--- src/rtl/sha256_msg_ctrl.sv ---
// SHA-256 message controller: packs a 32-bit word stream into 512-bit blocks, applies
// padding and length, launches the round core per block and chains H into the digest.
module sha256_msg_ctrl #(
    parameter logic [255:0] H_INIT      = 256'h6a09e667bb67ae853c6ef372a54ff53a510e527f9b05688c1f83d9ab5be0cd19,
    parameter int           LEN_BYTES_W = 61
) (
    input  logic         clk,
    input  logic         rst_n,
    input  logic [31:0]  in_data,
    input  logic         in_valid,
    input  logic         in_last,
    input  logic [1:0]   in_bytes,
    output logic         in_ready,
    output logic [255:0] core_H_in,
    output logic [511:0] core_M_in,
    output logic         core_input_valid,
    input  logic [255:0] core_H_out,
    input  logic         core_output_valid,
    output logic [255:0] digest,
    output logic         digest_valid,
    input  logic         digest_ready,
    output logic         busy
);

    typedef enum logic [2:0] {
        S_FILL,
        S_PAD,
        S_LAUNCH,
        S_WAIT,
        S_DONE
    } state_e;

    localparam logic [31:0] PAD_WORD = 32'h8000_0000;

    state_e                   state_q, state_d;
    logic [4:0]               word_cnt_q, word_cnt_d;
    logic [LEN_BYTES_W-1:0]   byte_cnt_q, byte_cnt_d;
    logic                     pad_pending_q, pad_pending_d;
    logic                     final_blk_q, final_blk_d;
    logic                     msg_done_q, msg_done_d;
    logic [0:15][31:0]        msg_buf_q, msg_buf_d;
    logic                     in_ready_q, in_ready_d;
    logic [255:0]             core_h_in_q, core_h_in_d;
    logic [511:0]             core_m_in_q, core_m_in_d;
    logic                     core_input_valid_q, core_input_valid_d;
    logic [255:0]             digest_q, digest_d;
    logic                     digest_valid_q, digest_valid_d;
    logic                     busy_q, busy_d;

    logic                     accept;
    logic [31:0]              fill_word;
    logic [2:0]               add_bytes;
    logic [63:0]              bit_len;

    assign accept  = in_valid && in_ready_q;
    assign bit_len = 64'({byte_cnt_q, 3'b000});

    always_comb begin
        state_d            = state_q;
        word_cnt_d         = word_cnt_q;
        byte_cnt_d         = byte_cnt_q;
        pad_pending_d      = pad_pending_q;
        final_blk_d        = final_blk_q;
        msg_done_d         = msg_done_q;
        msg_buf_d          = msg_buf_q;
        core_h_in_d        = core_h_in_q;
        core_m_in_d        = core_m_in_q;
        core_input_valid_d = 1'b0;
        digest_d           = digest_q;
        digest_valid_d     = digest_valid_q;
        busy_d             = busy_q;
        fill_word          = in_data;
        add_bytes          = 3'd4;

        case (state_q)
            S_FILL: begin
                if (accept) begin
                    busy_d     = 1'b1;
                    word_cnt_d = word_cnt_q + 5'd1;
                    if (in_last && (in_bytes != 2'd0)) begin
                        // Partial last word carries the 0x80 terminator right after its data.
                        add_bytes     = {1'b0, in_bytes};
                        pad_pending_d = 1'b0;
                        case (in_bytes)
                            2'd1:    fill_word = {in_data[31:24], 8'h80, 16'h0000};
                            2'd2:    fill_word = {in_data[31:16], 8'h80, 8'h00};
                            default: fill_word = {in_data[31:8], 8'h80};
                        endcase
                    end else begin
                        pad_pending_d = in_last;
                    end
                    msg_buf_d[word_cnt_q[3:0]] = fill_word;
                    byte_cnt_d = byte_cnt_q + LEN_BYTES_W'(add_bytes);
                    if (in_last) begin
                        msg_done_d = 1'b1;
                        state_d    = (word_cnt_q == 5'd15) ? S_LAUNCH : S_PAD;
                    end else if (word_cnt_q == 5'd15) begin
                        state_d = S_LAUNCH;
                    end
                end
            end

            S_PAD: begin
                word_cnt_d = word_cnt_q + 5'd1;
                if (word_cnt_q == 5'd14) begin
                    if (pad_pending_q) begin
                        msg_buf_d[14] = PAD_WORD;
                        pad_pending_d = 1'b0;
                    end else begin
                        msg_buf_d[14] = bit_len[63:32];
                        final_blk_d   = 1'b1;
                    end
                end else if (word_cnt_q == 5'd15) begin
                    if (final_blk_q) begin
                        msg_buf_d[15] = bit_len[31:0];
                    end else if (pad_pending_q) begin
                        msg_buf_d[15] = PAD_WORD;
                        pad_pending_d = 1'b0;
                    end else begin
                        msg_buf_d[15] = 32'h0;
                    end
                    state_d = S_LAUNCH;
                end else begin
                    msg_buf_d[word_cnt_q[3:0]] = pad_pending_q ? PAD_WORD : 32'h0;
                    pad_pending_d              = 1'b0;
                end
            end

            S_LAUNCH: begin
                core_m_in_d        = msg_buf_q;
                core_input_valid_d = 1'b1;
                state_d            = S_WAIT;
            end

            S_WAIT: begin
                if (core_output_valid) begin
                    core_h_in_d = core_H_out;
                    word_cnt_d  = 5'd0;
                    if (final_blk_q) begin
                        digest_d       = core_H_out;
                        digest_valid_d = 1'b1;
                        state_d        = S_DONE;
                    end else if (msg_done_q) begin
                        state_d = S_PAD;
                    end else begin
                        state_d = S_FILL;
                    end
                end
            end

            S_DONE: begin
                if (digest_ready) begin
                    digest_valid_d = 1'b0;
                    core_h_in_d    = H_INIT;
                    byte_cnt_d     = '0;
                    word_cnt_d     = 5'd0;
                    pad_pending_d  = 1'b0;
                    final_blk_d    = 1'b0;
                    msg_done_d     = 1'b0;
                    busy_d         = 1'b0;
                    state_d        = S_FILL;
                end
            end

            default: state_d = S_FILL;
        endcase

        // in_ready is registered, so it is derived from the next-cycle state.
        in_ready_d = (state_d == S_FILL) && (word_cnt_d < 5'd16);
    end

    always_ff @(posedge clk or negedge rst_n) begin
        if (!rst_n) begin
            state_q            <= S_FILL;
            word_cnt_q         <= 5'd0;
            byte_cnt_q         <= '0;
            pad_pending_q      <= 1'b0;
            final_blk_q        <= 1'b0;
            msg_done_q         <= 1'b0;
            in_ready_q         <= 1'b0;
            core_h_in_q        <= H_INIT;
            core_m_in_q        <= '0;
            core_input_valid_q <= 1'b0;
            digest_q           <= '0;
            digest_valid_q     <= 1'b0;
            busy_q             <= 1'b0;
        end else begin
            state_q            <= state_d;
            word_cnt_q         <= word_cnt_d;
            byte_cnt_q         <= byte_cnt_d;
            pad_pending_q      <= pad_pending_d;
            final_blk_q        <= final_blk_d;
            msg_done_q         <= msg_done_d;
            in_ready_q         <= in_ready_d;
            core_h_in_q        <= core_h_in_d;
            core_m_in_q        <= core_m_in_d;
            core_input_valid_q <= core_input_valid_d;
            digest_q           <= digest_d;
            digest_valid_q     <= digest_valid_d;
            busy_q             <= busy_d;
        end
    end

    // NOTE: the block buffer has no reset; every slot is rewritten by FILL/PAD before LAUNCH reads it.
    always_ff @(posedge clk) begin
        msg_buf_q <= msg_buf_d;
    end

    assign in_ready         = in_ready_q;
    assign core_H_in        = core_h_in_q;
    assign core_M_in        = core_m_in_q;
    assign core_input_valid = core_input_valid_q;
    assign digest           = digest_q;
    assign digest_valid     = digest_valid_q;
    assign busy             = busy_q;

endmodule
--- config.mk ---
export PLATFORM = sky130hd
export DESIGN_NAME = sha256_msg_ctrl
export DESIGN_NICKNAME = d
export VERILOG_FILES = /design/src/rtl/sha256_msg_ctrl.sv
export SDC_FILE = /design/constraint.sdc
export NUM_CORES = 2
export LEC_CHECK = 0
export ABC_AREA = 1
export BUFFER_PORTS_ARGS = -buffer_cell sky130_fd_sc_hd__buf_2
export CAP_MARGIN = 20
export CORE_AREA = 2 2 517 519
export CTS_CLUSTER_SIZE = 25
export DETAILED_ROUTE_END_ITERATION = 10
export DIE_AREA = 0 0 519 521
export HOLD_SLACK_MARGIN = 0.05
export SLEW_MARGIN = 20
export SYNTH_ARGS = -nofsm -noshare
export SYNTH_HDL_FRONTEND = slang
export SYNTH_SLANG_ARGS = --single-unit
--- constraint.sdc ---
create_clock -name clk -period 9.2 [get_ports clk]
set_input_delay 0.46 -clock clk [delete_from_list [all_inputs] [get_ports clk]]
set_output_delay 0.46 -clock clk [all_outputs]
set_load 0.02 [all_outputs]
==> results.json <==
{
  "outcome": "finished clean",
  "cts_root_buffer": "clkbuf_16",
  "min_period_ns": 3.949,
  "holdWs_ns": 0.08740,
  "skew_ns": 0.08160,
  "cts_tree": "yes",
  "synthFlopType": "dfrtp_1",
  "crit_type": "reg2reg",
  "vias": 49790,
  "startpoint_type": "flip-flop",
  "htreeDepth": 4,
  "max_cap_viol_count": 0,
  "synth_common_cells": "nand2_1, dfrtp_1, nor2_1",
  "setup_tns_ns": 0,
  "synth_top_area_frac": 0.3898,
  "io_buffers": 1323,
  "pin_count": 1324,
  "leakage_nw": 38.91,
  "hold_viol_final": 0,
  "clkSinkCount": 1612,
  "fin_crit_sh": 0.4293,
  "gp_congestion": 0.9821,
  "yosys_warnings": 0,
  "grt_pass1_wl_mm": 377.4,
  "drt_iter0_drc": 4841,
  "setup_viol": 0,
  "hpwl_mm": 197.7,
  "rsz0062_at_grt": "false",
  "layout-drive-gt1-share": 0.2487,
  "seq_area_frac_synth": 0.6960,
  "cp-end-kind": "flip-flop",
  "synth_edf_count": 512,
  "yosysMostFrequentCell": "nand2_1",
  "gr-total-overflow": 0,
  "cts_buffers": 188,
  "syn_nets": 6381,
  "drcViolationCount": 0,
  "total_power_w": 0.03053,
  "nFillCells": 27500,
  "dieArea_sq_mm": 0.2704,
  "worst_pin_slew_ns": 1.181,
  "area_growth_pct": 30.91,
  "track_usage": 0.1966,
  "start_util": 0.2341,
  "drt_pass1_iterations": 8,
  "antenna_found_initial": 34,
  "synth.distinct_cells": 42,
  "grt_max_degree": 198,
  "synth.largest_area_cell": "dfrtp_1",
  "relSlewSlack": 0.2127,
  "ys_seq_elements": 1612,
  "die_y_microns": 521,
  "ir_drop_mv": 0.2400,
  "fin_nets": 7899,
  "clock_path_buffers": 4,
  "path_clk_slew_ns": 0.06,
  "num_rows": 189,
  "syn_inst": 6073,
  "grt_pass1_vias": 48290,
  "synth.cell_area_sq_mm": 0.06189,
  "ant_nets": 0,
  "core_area_sq_mm": 0.2644,
  "arrival_ns": 4.69,
  "drt-wirelength-per-cell_microns": 24.41,
  "yosys-top-cells-area": "dfrtp_1, edfxtp_1, nand2_1, dfstp_2, nor2_1",
  "maxSlewViolCount": 0,
  "synthArstFlopShare": 0.6824,
  "drt-total-wl_mm": 275.7,
  "clk_latency_ns": 0.87,
  "postSynthAreaPerCell_sq_um": 10.19,
  "cp_max_fo": 78,
  "hp-class": "in2reg",
  "cp_data_required_time_ns": 9.94,
  "die_width_microns": 519,
  "vias_per_cell": 4.409,
  "fmax_mhz": 253.2,
  "p_per_area_mw_per_mm2": 376.9
}
[state kept, by name, indices dropped and copies added (netlist names), 3 cells and up]
register	count
core_M_in	512
msg_buf_q	512
core_H_in	256
digest	256
byte_cnt_q	61
word_cnt_q	5
state_q	3
[path summary, 6_finish.rpt]
check | startpoint | end | slack, ns | cells past startpoint
setup / recovery | state_q[0] | core_H_in[53] | 5.25 | 12
hold / removal | core_H_out[5] | digest[5] | 0.09 | 3
setup reg to reg | state_q[0] | core_H_in[53] | 5.25 | 12
hold reg to reg | msg_buf_q[296] | core_M_in[296] | 0.41 | 2
max in group asynchronous | rst_n | core_H_in[167] | 6.57 | 5
min in group asynchronous | rst_n | core_M_in[327] | 0.31 | 2
[logic make-up (layout without fill, tap and decap cells)]
group                    count (synthesis)  after routing  share of synthesized area
adder cells (fa/ha/maj)                 12             12                   0.002547
AO/OA/AOI/OAI                          655            655                    0.05422
buffers and inverters                  766           2436                    0.05639
other                                    0             17                          0
multiplexers                             1              1                  0.0001617
AND/OR/NAND/NOR                       3027           3027                     0.1907
flip-flops                            1612           1612                     0.6960
[where the power goes]
group          internal (W)  total (W)  switching (W)
clock network       0.00454    0.00762        0.00309
registers            0.0104     0.0123        0.00189
logic               0.00291     0.0106        0.00774
total                0.0178     0.0305         0.0127
[layout by cell type (no fill, tap or decap), drive strengths merged, types with 11 or more instances in the layout]
master,synthesis,routed
nand2,2161,2161
buf,184,1406
dfrtp,964,964
nor2,718,718
edfxtp,512,512
o21ai,468,468
inv,436,435
clkbuf,146,259
dlygate4sd3,0,252
a21oi,146,146
dfstp,136,136
nand3,90,90
clkinv,0,61
o22ai,34,34
nand4,26,26
bufinv,0,21
nor3,21,21
diode,0,17
ha,11,11
[stage by stage]
step	cell area (sq um)	utilization	worst slack, ns	instances
finish	81020	0.3064	5.251	11290
global route	80990	0.3063	4.933	11280
CTS	80800	0.3056	5.190	11270
detailed placement	72050	0.2725	5.175	10680
global placement	72030	0.2724	5.163	10670
floorplan	61890	-	5.068	6073
[per-layer routing]
metal  part of all wire  routed length [microns]  up-vias  global-route usage
li1                   -                        -    22290                   -
met4              0.066                    18240        4              0.1089
met5           0.000091                       25        -                   0
met3              0.085                    23400      517             0.05039
met2               0.47                   128900     2523              0.3226
met1               0.38                   105100    24460              0.2351
[worst max-delay path, stage by stage (launching register included)]
cell and delay (ns):
dfrtp_1 0.46, inv_2 0.07, nand2_2 0.10, nor2_2 0.06
inv_2 0.16, nor2_4 0.16, inv_2 0.07, buf_4 0.46
nand2_8 0.48, inv_6 0.60, buf_4 0.76, nand2_1 0.11
o21ai_0 0.13
[layout make-up]
class                      count  area [sq um]  share of cell area
antenna                       17         42.54           0.0005251
clock buffer                 259          5181             0.06395
clock inverter                83          1042             0.01286
inverter                     436          1652             0.02039
multi-input combinational   3695         15570              0.1921
sequential                  1612         43070              0.5316
tap                         3533          4420             0.05456
timing repair buffer        1658         10040              0.1240
[repair_timing]
| action | CTS | global route |
|---|---|---|
| resized for setup | 0 | 0 |
| hold buffers | 252 | 0 |
| hold endpoints to repair | 588 | 0 |
| setup buffers | 0 | 0 |
(Power assumes the default switching activity.)
